`config.mk`:
```
export PLATFORM = sky130hd
export DESIGN_NAME = hyb_ssd_pager
export DESIGN_NICKNAME = d
export VERILOG_FILES = /design/src/rtl/hyb_ssd_pkg.sv /design/src/rtl/hyb_ssd_pager_debounce.sv /design/src/rtl/hyb_ssd_pager.sv
export SDC_FILE = /design/constraint.sdc
export NUM_CORES = 1
export LEC_CHECK = 0
export ABC_AREA = 1
export CORE_UTILIZATION = 40
export DETAILED_ROUTE_END_ITERATION = 16
export GPL_TIMING_DRIVEN = 0
export SETUP_SLACK_MARGIN = 0.5
export SKIP_LAST_GASP = 1
export SYNTH_ARGS = -nofsm -noshare
export SYNTH_HDL_FRONTEND = slang
export SYNTH_SLANG_ARGS = --single-unit
```
`constraint.sdc`:
```
create_clock -name clk -period 2 [get_ports clk]
set_input_delay 0.6 -clock clk [delete_from_list [all_inputs] [get_ports clk]]
set_output_delay 0.6 -clock clk [all_outputs]
set_load 0.1 [all_outputs]
```
`src/rtl/hyb_ssd_pkg.sv`:
```
// Shared constants, types and the hex-to-segment decoder for the hybrid cipher display pager.
package hyb_ssd_pkg;

  typedef enum logic {EMPTY, LOADED} state_t;

  localparam logic [6:0] SEG_BLANK = 7'h7F;

  // Entry d drives digit d. Codes are {a,b,c,d,e,f,g} and active-low.
  localparam logic [7:0][6:0] HYB_BANNER = {
    7'b1100000, 7'b0111000, 7'b0010010, 7'b1111110,
    7'b1001111, 7'b0001000, 7'b0110000, 7'b0100100
  };

  function automatic logic [6:0] hex2seg(input logic [3:0] h);
    case (h)
      4'h0:    return 7'b0000001;
      4'h1:    return 7'b1001111;
      4'h2:    return 7'b0010010;
      4'h3:    return 7'b0000110;
      4'h4:    return 7'b1001100;
      4'h5:    return 7'b0100100;
      4'h6:    return 7'b0100000;
      4'h7:    return 7'b0001111;
      4'h8:    return 7'b0000000;
      4'h9:    return 7'b0000100;
      4'hA:    return 7'b0001000;
      4'hB:    return 7'b1100000;
      4'hC:    return 7'b0110001;
      4'hD:    return 7'b1000010;
      4'hE:    return 7'b0110000;
      default: return 7'b0111000;
    endcase
  endfunction

endpackage

```
`src/rtl/hyb_ssd_pager_debounce.sv`:
```
// Button conditioner: two-flop synchroniser, stable-sample counter and a one-cycle rise pulse.
module hyb_debounce #(
  parameter int DEBOUNCE = 16
) (
  input  logic clk,
  input  logic rst,
  input  logic btn,
  output logic press
);

  localparam int CNT_W = $clog2(DEBOUNCE);

  logic             sync1;
  logic             sync2;
  logic             level;
  logic [CNT_W-1:0] cnt;

  always_ff @(posedge clk) begin
    if (rst) begin
      sync1 <= 1'b0;
      sync2 <= 1'b0;
      level <= 1'b0;
      press <= 1'b0;
      cnt   <= '0;
    end else begin
      // NOTE: non-blocking assignments make sync1 -> sync2 a true two-stage shift.
      sync1 <= btn;
      sync2 <= sync1;
      press <= 1'b0;
      if (sync2 == level) begin
        cnt <= '0;
      end else if (cnt == CNT_W'(DEBOUNCE - 1)) begin
        level <= sync2;
        press <= sync2;
        cnt   <= '0;
      end else begin
        cnt <= cnt + 1'b1;
      end
    end
  end

endmodule

```
`src/rtl/hyb_ssd_pager.sv`:
```
// Paged seven-segment viewer for a captured cipher word. Optional digit scanning: HYB_SSD_SCAN_EN.
module hyb_ssd_pager
  import hyb_ssd_pkg::*;
#(
  parameter int DATA_W   = 128,
  parameter int DIGITS   = 8,
  parameter int DEBOUNCE = 16,
`ifdef HYB_SSD_SCAN_EN
  parameter int SCAN_DIV = 50000,
`endif
  localparam int PAGES  = DATA_W / (4 * DIGITS),
  localparam int PAGE_W = (PAGES > 1) ? $clog2(PAGES) : 1
) (
  input  logic                clk,
  input  logic                rst,
  input  logic                in_valid,
  input  logic [DATA_W-1:0]   in_data,
  output logic                in_ready,
  input  logic                disp,
  input  logic                btn_next,
  input  logic                btn_prev,
`ifdef HYB_SSD_SCAN_EN
  output logic [6:0]          seg_out,
  output logic [DIGITS-1:0]   an_out,
`else
  output logic [7*DIGITS-1:0] seg_out,
`endif
  output logic [PAGE_W-1:0]   page,
  output logic                loaded
);

  state_t               state;
  logic [DATA_W-1:0]    hold;
  logic [7*DIGITS-1:0]  seg_all;
  logic [7*DIGITS-1:0]  seg_nxt;
  logic                 next_p;
  logic                 prev_p;
  logic                 xfer;

  hyb_debounce #(.DEBOUNCE(DEBOUNCE)) u_next (.clk(clk), .rst(rst), .btn(btn_next), .press(next_p));
  hyb_debounce #(.DEBOUNCE(DEBOUNCE)) u_prev (.clk(clk), .rst(rst), .btn(btn_prev), .press(prev_p));

  assign xfer = in_valid & in_ready;

  always_comb begin
    seg_nxt = '1;
    for (int d = 0; d < DIGITS; d++) begin
      if (state == LOADED && disp)
        seg_nxt[7*d +: 7] = hex2seg(hold[4*(int'(page)*DIGITS + d) +: 4]);
      else if ((state == LOADED || disp) && d < 8)
        seg_nxt[7*d +: 7] = HYB_BANNER[3'(d)];
    end
  end

  always_ff @(posedge clk) begin
    if (rst) begin
      state    <= EMPTY;
      loaded   <= 1'b0;
      page     <= '0;
      in_ready <= 1'b1;
      // NOTE: the holding register is a plain register, so clearing it on reset is cheap.
      hold     <= '0;
      seg_all  <= '1;
    end else begin
      seg_all  <= seg_nxt;
      in_ready <= (xfer || state == LOADED) ? ~disp : 1'b1;
      if (xfer) begin
        state  <= LOADED;
        loaded <= 1'b1;
        hold   <= in_data;
        page   <= '0;
      end else if (state == LOADED && PAGES > 1 && (next_p ^ prev_p)) begin
        if (next_p)
          page <= (page == PAGE_W'(PAGES - 1)) ? '0 : page + 1'b1;
        else
          page <= (page == '0) ? PAGE_W'(PAGES - 1) : page - 1'b1;
      end
    end
  end

`ifdef HYB_SSD_SCAN_EN
  localparam int CNT_W = (SCAN_DIV > 1) ? $clog2(SCAN_DIV) : 1;
  localparam int IDX_W = (DIGITS > 1) ? $clog2(DIGITS) : 1;

  logic [CNT_W-1:0] div_cnt;
  logic [IDX_W-1:0] idx;

  // The digit code and its anode are registered together so they never disagree.
  always_ff @(posedge clk) begin
    if (rst) begin
      div_cnt <= '0;
      idx     <= '0;
      an_out  <= ~DIGITS'(1);
      seg_out <= SEG_BLANK;
    end else begin
      an_out  <= ~(DIGITS'(1) << idx);
      seg_out <= seg_all[7*idx +: 7];
      if (div_cnt == CNT_W'(SCAN_DIV - 1)) begin
        div_cnt <= '0;
        idx     <= (idx == IDX_W'(DIGITS - 1)) ? '0 : idx + 1'b1;
      end else begin
        div_cnt <= div_cnt + 1'b1;
      end
    end
  end
`else
  assign seg_out = seg_all;
`endif

endmodule

```
# After elaboration in Yosys (flattened, before gate mapping)
# Memory sizes are Yosys's and may differ from the RTL's.
# Cells that the tools add are included.
word_totals:
  regBits: 204
  mem_bits_ro: 896
  in_bits: 134
  out_inout_bits: 60
  elab_cells: 84
  memories: 8
classes:
  n_addsub: 11
  n_eq_ne: 5
  shifts: 8
  muxes: 16
  n_bitwise: 8
  reduce_logical: 13
mem_list:
  columns: ["name", "words", "word_bits", "read_ports", "rd_ports_with_merged_regs", "wr", "line_no", "text"]
  rows:
  - ["(no name shown)", 16, 7, 1, 0, 0, "hyb_ssd_pkg.sv:15", "case (h)"]
  - ["(no name shown)", 16, 7, 1, 0, 0, "hyb_ssd_pkg.sv:15", null]
  - ["(no name shown)", 16, 7, 1, 0, 0, "hyb_ssd_pkg.sv:15", null]
  - ["(no name shown)", 16, 7, 1, 0, 0, "hyb_ssd_pkg.sv:15", null]
  - ["(no name shown)", 16, 7, 1, 0, 0, "hyb_ssd_pkg.sv:15", null]
  - ["(no name shown)", 16, 7, 1, 0, 0, "hyb_ssd_pkg.sv:15", null]
  - ["+2 memories", null, null, null, null, null, null, null]
op_table:
  columns: ["op", "n"]
  rows:
  - ["$shiftx 128x9->4", 7]
  - ["$shiftx 128x8->4", 1]
  - ["$mux 7", 12]
  - ["$add 5x3->6 const B", 4]
  - ["$add 5x2->6 const B", 2]
  - ["$reduce_or 3->1", 4]
  - ["$add 4x1->4 const B", 2]
  - ["$eq 4x4->1 const B", 2]
  - ["$add 5x1->6 const B", 1]
  - ["$mux 2", 3]
  - ["$mux 6", 1]
  - ["$not 1->1", 6]
  - ["$reduce_and 2->1", 2]
  - ["$reduce_or 2->1", 2]
  - ["$add 2x1->2 const B", 1]
  - ["$eq 1x1->1", 2]
  - ["$eq 2x2->1 const B", 1]
  - ["$logic_and 1x1->1", 2]
  - ["$logic_not 2->1", 1]
  - ["$logic_or 1x1->1", 2]
  - ["$sub 2x1->2 const B", 1]
  - ["$and 1x1->1", 1]
  - ["$xor 1x1->1", 1]

# Logic depth before layout (Yosys ltp)
logic_depth:
  word_depth: 4
  mapped_depth: 14
  ltp_nobuf: 12

# Cells and area by module
# From an unflattened synthesis, not the netlist that was laid out.
hier_totals:
  cells_unflattened: 1348
  hier_area_um2: 9670.5
by_module_without_submodules:
  columns: ["mod", "instances", "cells_each", "area_each_um2", "seq_area_each_um2"]
  rows:
  - ["hyb_ssd_pager", 1, 1282, 9085.0, 3763.6]
  - ["hyb_debounce", 2, 33, 292.8, 160.2]

# Least setup slack after synthesis
# No wires, ideal clock.
synth_path:
  kind: "register -> register"
  from: "reg page[0]"
  to: "reg seg_all[52], in the netlist seg_out[52]"
  setup_time_ns: 0.124
  arrival_ns: 2.323
  t_required_ns: 1.876
  slack_ns: -0.447
  path_stages_with_launch: 14
  n_path_buf: 3
  period_less_slack_ns: 2.447
  path_cell_list: "dfxtp_1 > buf_6 > inv_6 > buf_6 > buf_6 > nand2_1 > nand3_1 > nand2_2 > inv_1 > ha_1 > nand2_1 > o21ai_0 > nand2_1 > nand3_1"
synth_between:
  elab_chain_cells: 4
synth_rtl:
  columns: ["item", "line_no", "text"]
  rows:
  - ["from (decl)", "hyb_ssd_pager.sv:28", "output logic [PAGE_W-1:0] page,"]
  - ["from (signal assigned)", "hyb_ssd_pager.sv:74", "page <= (page == PAGE_W'(PAGES - 1)) ? '0 : page + 1'b1;"]
  - ["from (signal assigned)", "hyb_ssd_pager.sv:76", "page <= (page == '0) ? PAGE_W'(PAGES - 1) : page - 1'b1;"]
  - ["$add 5x3->6", "hyb_ssd_pager.sv:49", "seg_nxt[7*d +: 7] = hex2seg(hold[4*(int'(page)*DIGITS + d) +: 4]);"]
  - ["$shiftx 128x9->4", "hyb_ssd_pager.sv:49", null]
  - ["$mem_v2 16x7", null, null]
  - ["$mux 7", "hyb_ssd_pager.sv:48", "if (state == LOADED && disp)"]
  - ["to (signal assigned)", "hyb_ssd_pager.sv:65", "seg_all <= seg_nxt;"]
  - ["to (decl)", "hyb_ssd_pager.sv:34", "logic [7*DIGITS-1:0] seg_all;"]
# Every way passes these cells.
# A chain may end at the register's enable or synchronous reset.

# Worst setup path in the final report
layout_path:
  from: "reg page[0]"
  to: "reg seg_all[10], in the netlist seg_out[10]"
layout_between:
  elab_chain_cells: 4
layout_rtl:
  columns: ["item", "line_no"]
  rows:
  - ["$add 5x1->6", "hyb_ssd_pager.sv:49"]
  - ["$shiftx 128x9->4", "hyb_ssd_pager.sv:49"]
  - ["$mem_v2 16x7", null]
  - ["$mux 7", "hyb_ssd_pager.sv:48"]
# Every way passes these cells.

==> results.json <==
{
  "drt_iter0_drc": 673,
  "tritoncts": "yes",
  "crit_chain": "buf_12, buf_12, buf_12, o21ai_4, nand2_2, nand2_4, inv_6, ha_4, nand3b_1, nand3_1, nand3_1, nand2_1",
  "vias": 10100,
  "row_count": 56,
  "root_buffer": "clkbuf_16",
  "synthArstFlopShare_pct": 0,
  "core-area_um2": 23500,
  "synth_cell_type_count": 31,
  "hold_depth": 2,
  "die_h_um": 157,
  "worstPathRequired_ps": 2410,
  "io_pins": 194,
  "max_freq_ghz": 0.528,
  "fin_util_pct": 70.5,
  "ys_seq_elements": 204,
  "drcViolationCount": 0,
  "yosysWarnings": 0,
  "clock_latency_ps": 520,
  "critical_path.max_stage_delay_ps": 360,
  "worstMarginPinSlew_ps": 583,
  "routed_wl_um": 36200,
  "fin_total_pwr_uw": 11700,
  "port_buffers": 193,
  "hold_path.class": "in -> reg",
  "synth_area_um2": 9650,
  "vias_per_cell": 5.12,
  "ir_drop_v": 0.000533,
  "place.gp.congestion": 0.861,
  "syn_nets": 1520,
  "powerDensity_nw_per_um2": 706,
  "synth_edf_count": 0,
  "top_usage_layer": "met2",
  "end_kind": "register",
  "path_class": "reg -> reg",
  "cp_num_cells": 12,
  "r2r_start": "page[0]",
  "min_from": "disp",
  "cellLeakagePower_uw": 0.00696,
  "htreeDepth": 1,
  "track_usage_pct": 26.8,
  "insertedDiodeCount": 0,
  "fin_crit_sh_pct": 94.6,
  "hold_violations": 0,
  "met1_usage_pct": 36.6,
  "place_area_um2": 12400,
  "postSynthCellCount": 1334,
  "rr_worst_depth": 12,
  "area_delta_synth_final_pct": 71.9,
  "drv_cap": 0,
  "postSynthAreaPerCell_um2": 7.23,
  "ys_seq_area_share_pct": 42.3,
  "first_pass_iters": 5,
  "fin_area_um2": 16600,
  "period_needed_ps": 1890,
  "drive_gt1_share_pct": 37.5,
  "critPathTopFamily": "simple AND/OR/NAND/NOR gates",
  "rsz0062_at_grt": "yes",
  "grt_start_max_net_pins": 13,
  "grt_pass1_vias": 9096,
  "path_common_cell": "buf_12",
  "dp_hpwl_um": 23500,
  "grt_util_met2_pct": 43.6,
  "chipWidth_um": 157,
  "slowest_stage": "dfxtp_4",
  "regArea_um2": 4170,
  "cp_data_arrival_time_ps": 2300,
  "grt_first_pass_wirelength_um": 50300,
  "clkTransAtPathRegs_ps": 60,
  "numCtsBuffers": 24,
  "path_buf_inv": 4,
  "initial_core_util_pct": 41.0,
  "cts_num_sinks": 204,
  "grt_antenna_before_repair": 0,
  "fin_worst_skew_ps": 10.9,
  "startpoint": "page[0]",
  "final_max_slew_viol_count": 0,
  "maxSlewHeadroom_pct": 61.1,
  "status": "complete, no violations",
  "ys.flop_type": "dfxtp_1",
  "wl_per_cell_um": 18.3,
  "grt_overflow": 0,
  "dieArea_um2": 24700,
  "cp-start-kind": "register",
  "multi_input_area_um2": 6680,
  "setup_viol_count_final": 0,
  "setup_ws_ps": 107,
  "hold_buffers": 0,
  "route.antenna.remaining_nets": 0,
  "use_met3_pct": 3.28,
  "final.setup.tns_ps": 0,
  "cts_buffer_depth": 3,
  "nFillCells": 1827,
  "nets": 1829,
  "dp_slack_ps": -785,
  "worstPathMaxFanout": 6
}
==> path summary, 6_finish.rpt <==
check                       to  slack [ps]
setup / recovery   seg_out[10]         110
hold / removal        in_ready         380
setup reg to reg   seg_out[10]         110
hold reg to reg   u_next.sync2         410
==> power breakdown <==
| part | internal (uW) | switching [uW] | total (uW) |
|---|---|---|---|
| Sequential | 4350 | 176 | 4520 |
| Clock | 2610 | 1740 | 4350 |
| Combinational | 1160 | 1670 | 2830 |
| Total | 8120 | 3590 | 11700 |
==> Yosys cell counts (14+ instances only) <==
library cell / n / area (um2)
a21oi_1: 22 / 110
o21ai_1: 14 / 70.1
clkbuf_1: 32 / 120
nand2_2: 31 / 194
o21ai_0: 150 / 751
nand3_1: 136 / 681
nor2_1: 256 / 961
dfxtp_1: 204 / 4080
nand2_1: 281 / 1050
inv_1: 57 / 214
buf_6: 15 / 169
buf_2: 18 / 90.1
ha_1: 52 / 651
==> per-stage QoR <==
step / hold WS [ps] / instances
finish: 380 / 1979
global route: 401 / 1979
CTS: 420 / 1926
detailed placement: 405 / 1846
global placement: 399 / 1846
floorplan: 388 / 1334
==> state kept, by name, indices dropped and copies added (netlist names) <==
signal and cells:
state 1, in_ready 1, u_prev.sync1 1, u_next.level 1, hold 128, page 2
seg_out 56, u_next.press 1, u_prev.sync2 1, u_prev.cnt 4, u_next.sync2 1, u_prev.level 1
u_prev.press 1, u_next.cnt 4, u_next.sync1 1
==> worst register-to-register path, cell delays in order (launching register included) <==
cell	delay [ps]
dfxtp_4	360
buf_12	150
buf_12	150
buf_12	150
o21ai_4	130
nand2_2	80
nand2_4	130
inv_6	60
ha_4	250
nand3b_1	100
nand3_1	100
nand3_1	80
nand2_1	40
==> area by class of cell <==
cell class                 count  share of cell area, %
buffer                        68                   3.81
clock buffer                  39                   4.63
clock inverter                 4                  0.136
inverter                      74                   2.45
multi-input combinational    989                   40.3
sequential                   204                   25.1
tap                          319                   2.41
timing repair buffer         282                   21.1
==> repair_timing <==
item                       in CTS  in global routing
gates resized for setup       687                343
setup buffers                  34                 49
pin swaps                      30                108
cloned                          3                  4
setup endpoints to repair     257                257
==> cells in the final DEF (no fill, tap or decap), types with 49 or more instances in the layout <==
cell type        count
nand2_1            209
nor2_1             249
buf_12              82
o21ai_0            137
clkdlybuf4s50_1    130
dfxtp_1            144
buf_4               54
nand3_1             55
dfxtp_2             56
nand3_2             64
nand2_2             49
==> per-layer routing <==
| layer | vias up | part of all wire [%] |
|---|---|---|
| met4 | 0 | 3.3 |
| met2 | 361 | 47 |
| met5 | - | 0 |
| li1 | 4930 | - |
| met1 | 4762 | 44 |
| met3 | 77 | 5.5 |
==> kinds of logic after synthesis <==
kind of cell / Yosys count / share of synthesized area, %
buffers and inverters: 142 / 7.17
DFF: 204 / 42.3
and+or+nand+nor: 729 / 32.3
AOI/OAI and AO/OA: 201 / 10.9
xor gates and xnor gates: 6 / 0.545
adders and majority gates: 52 / 6.74
Note: power is estimated with default switching activity, not from simulation.
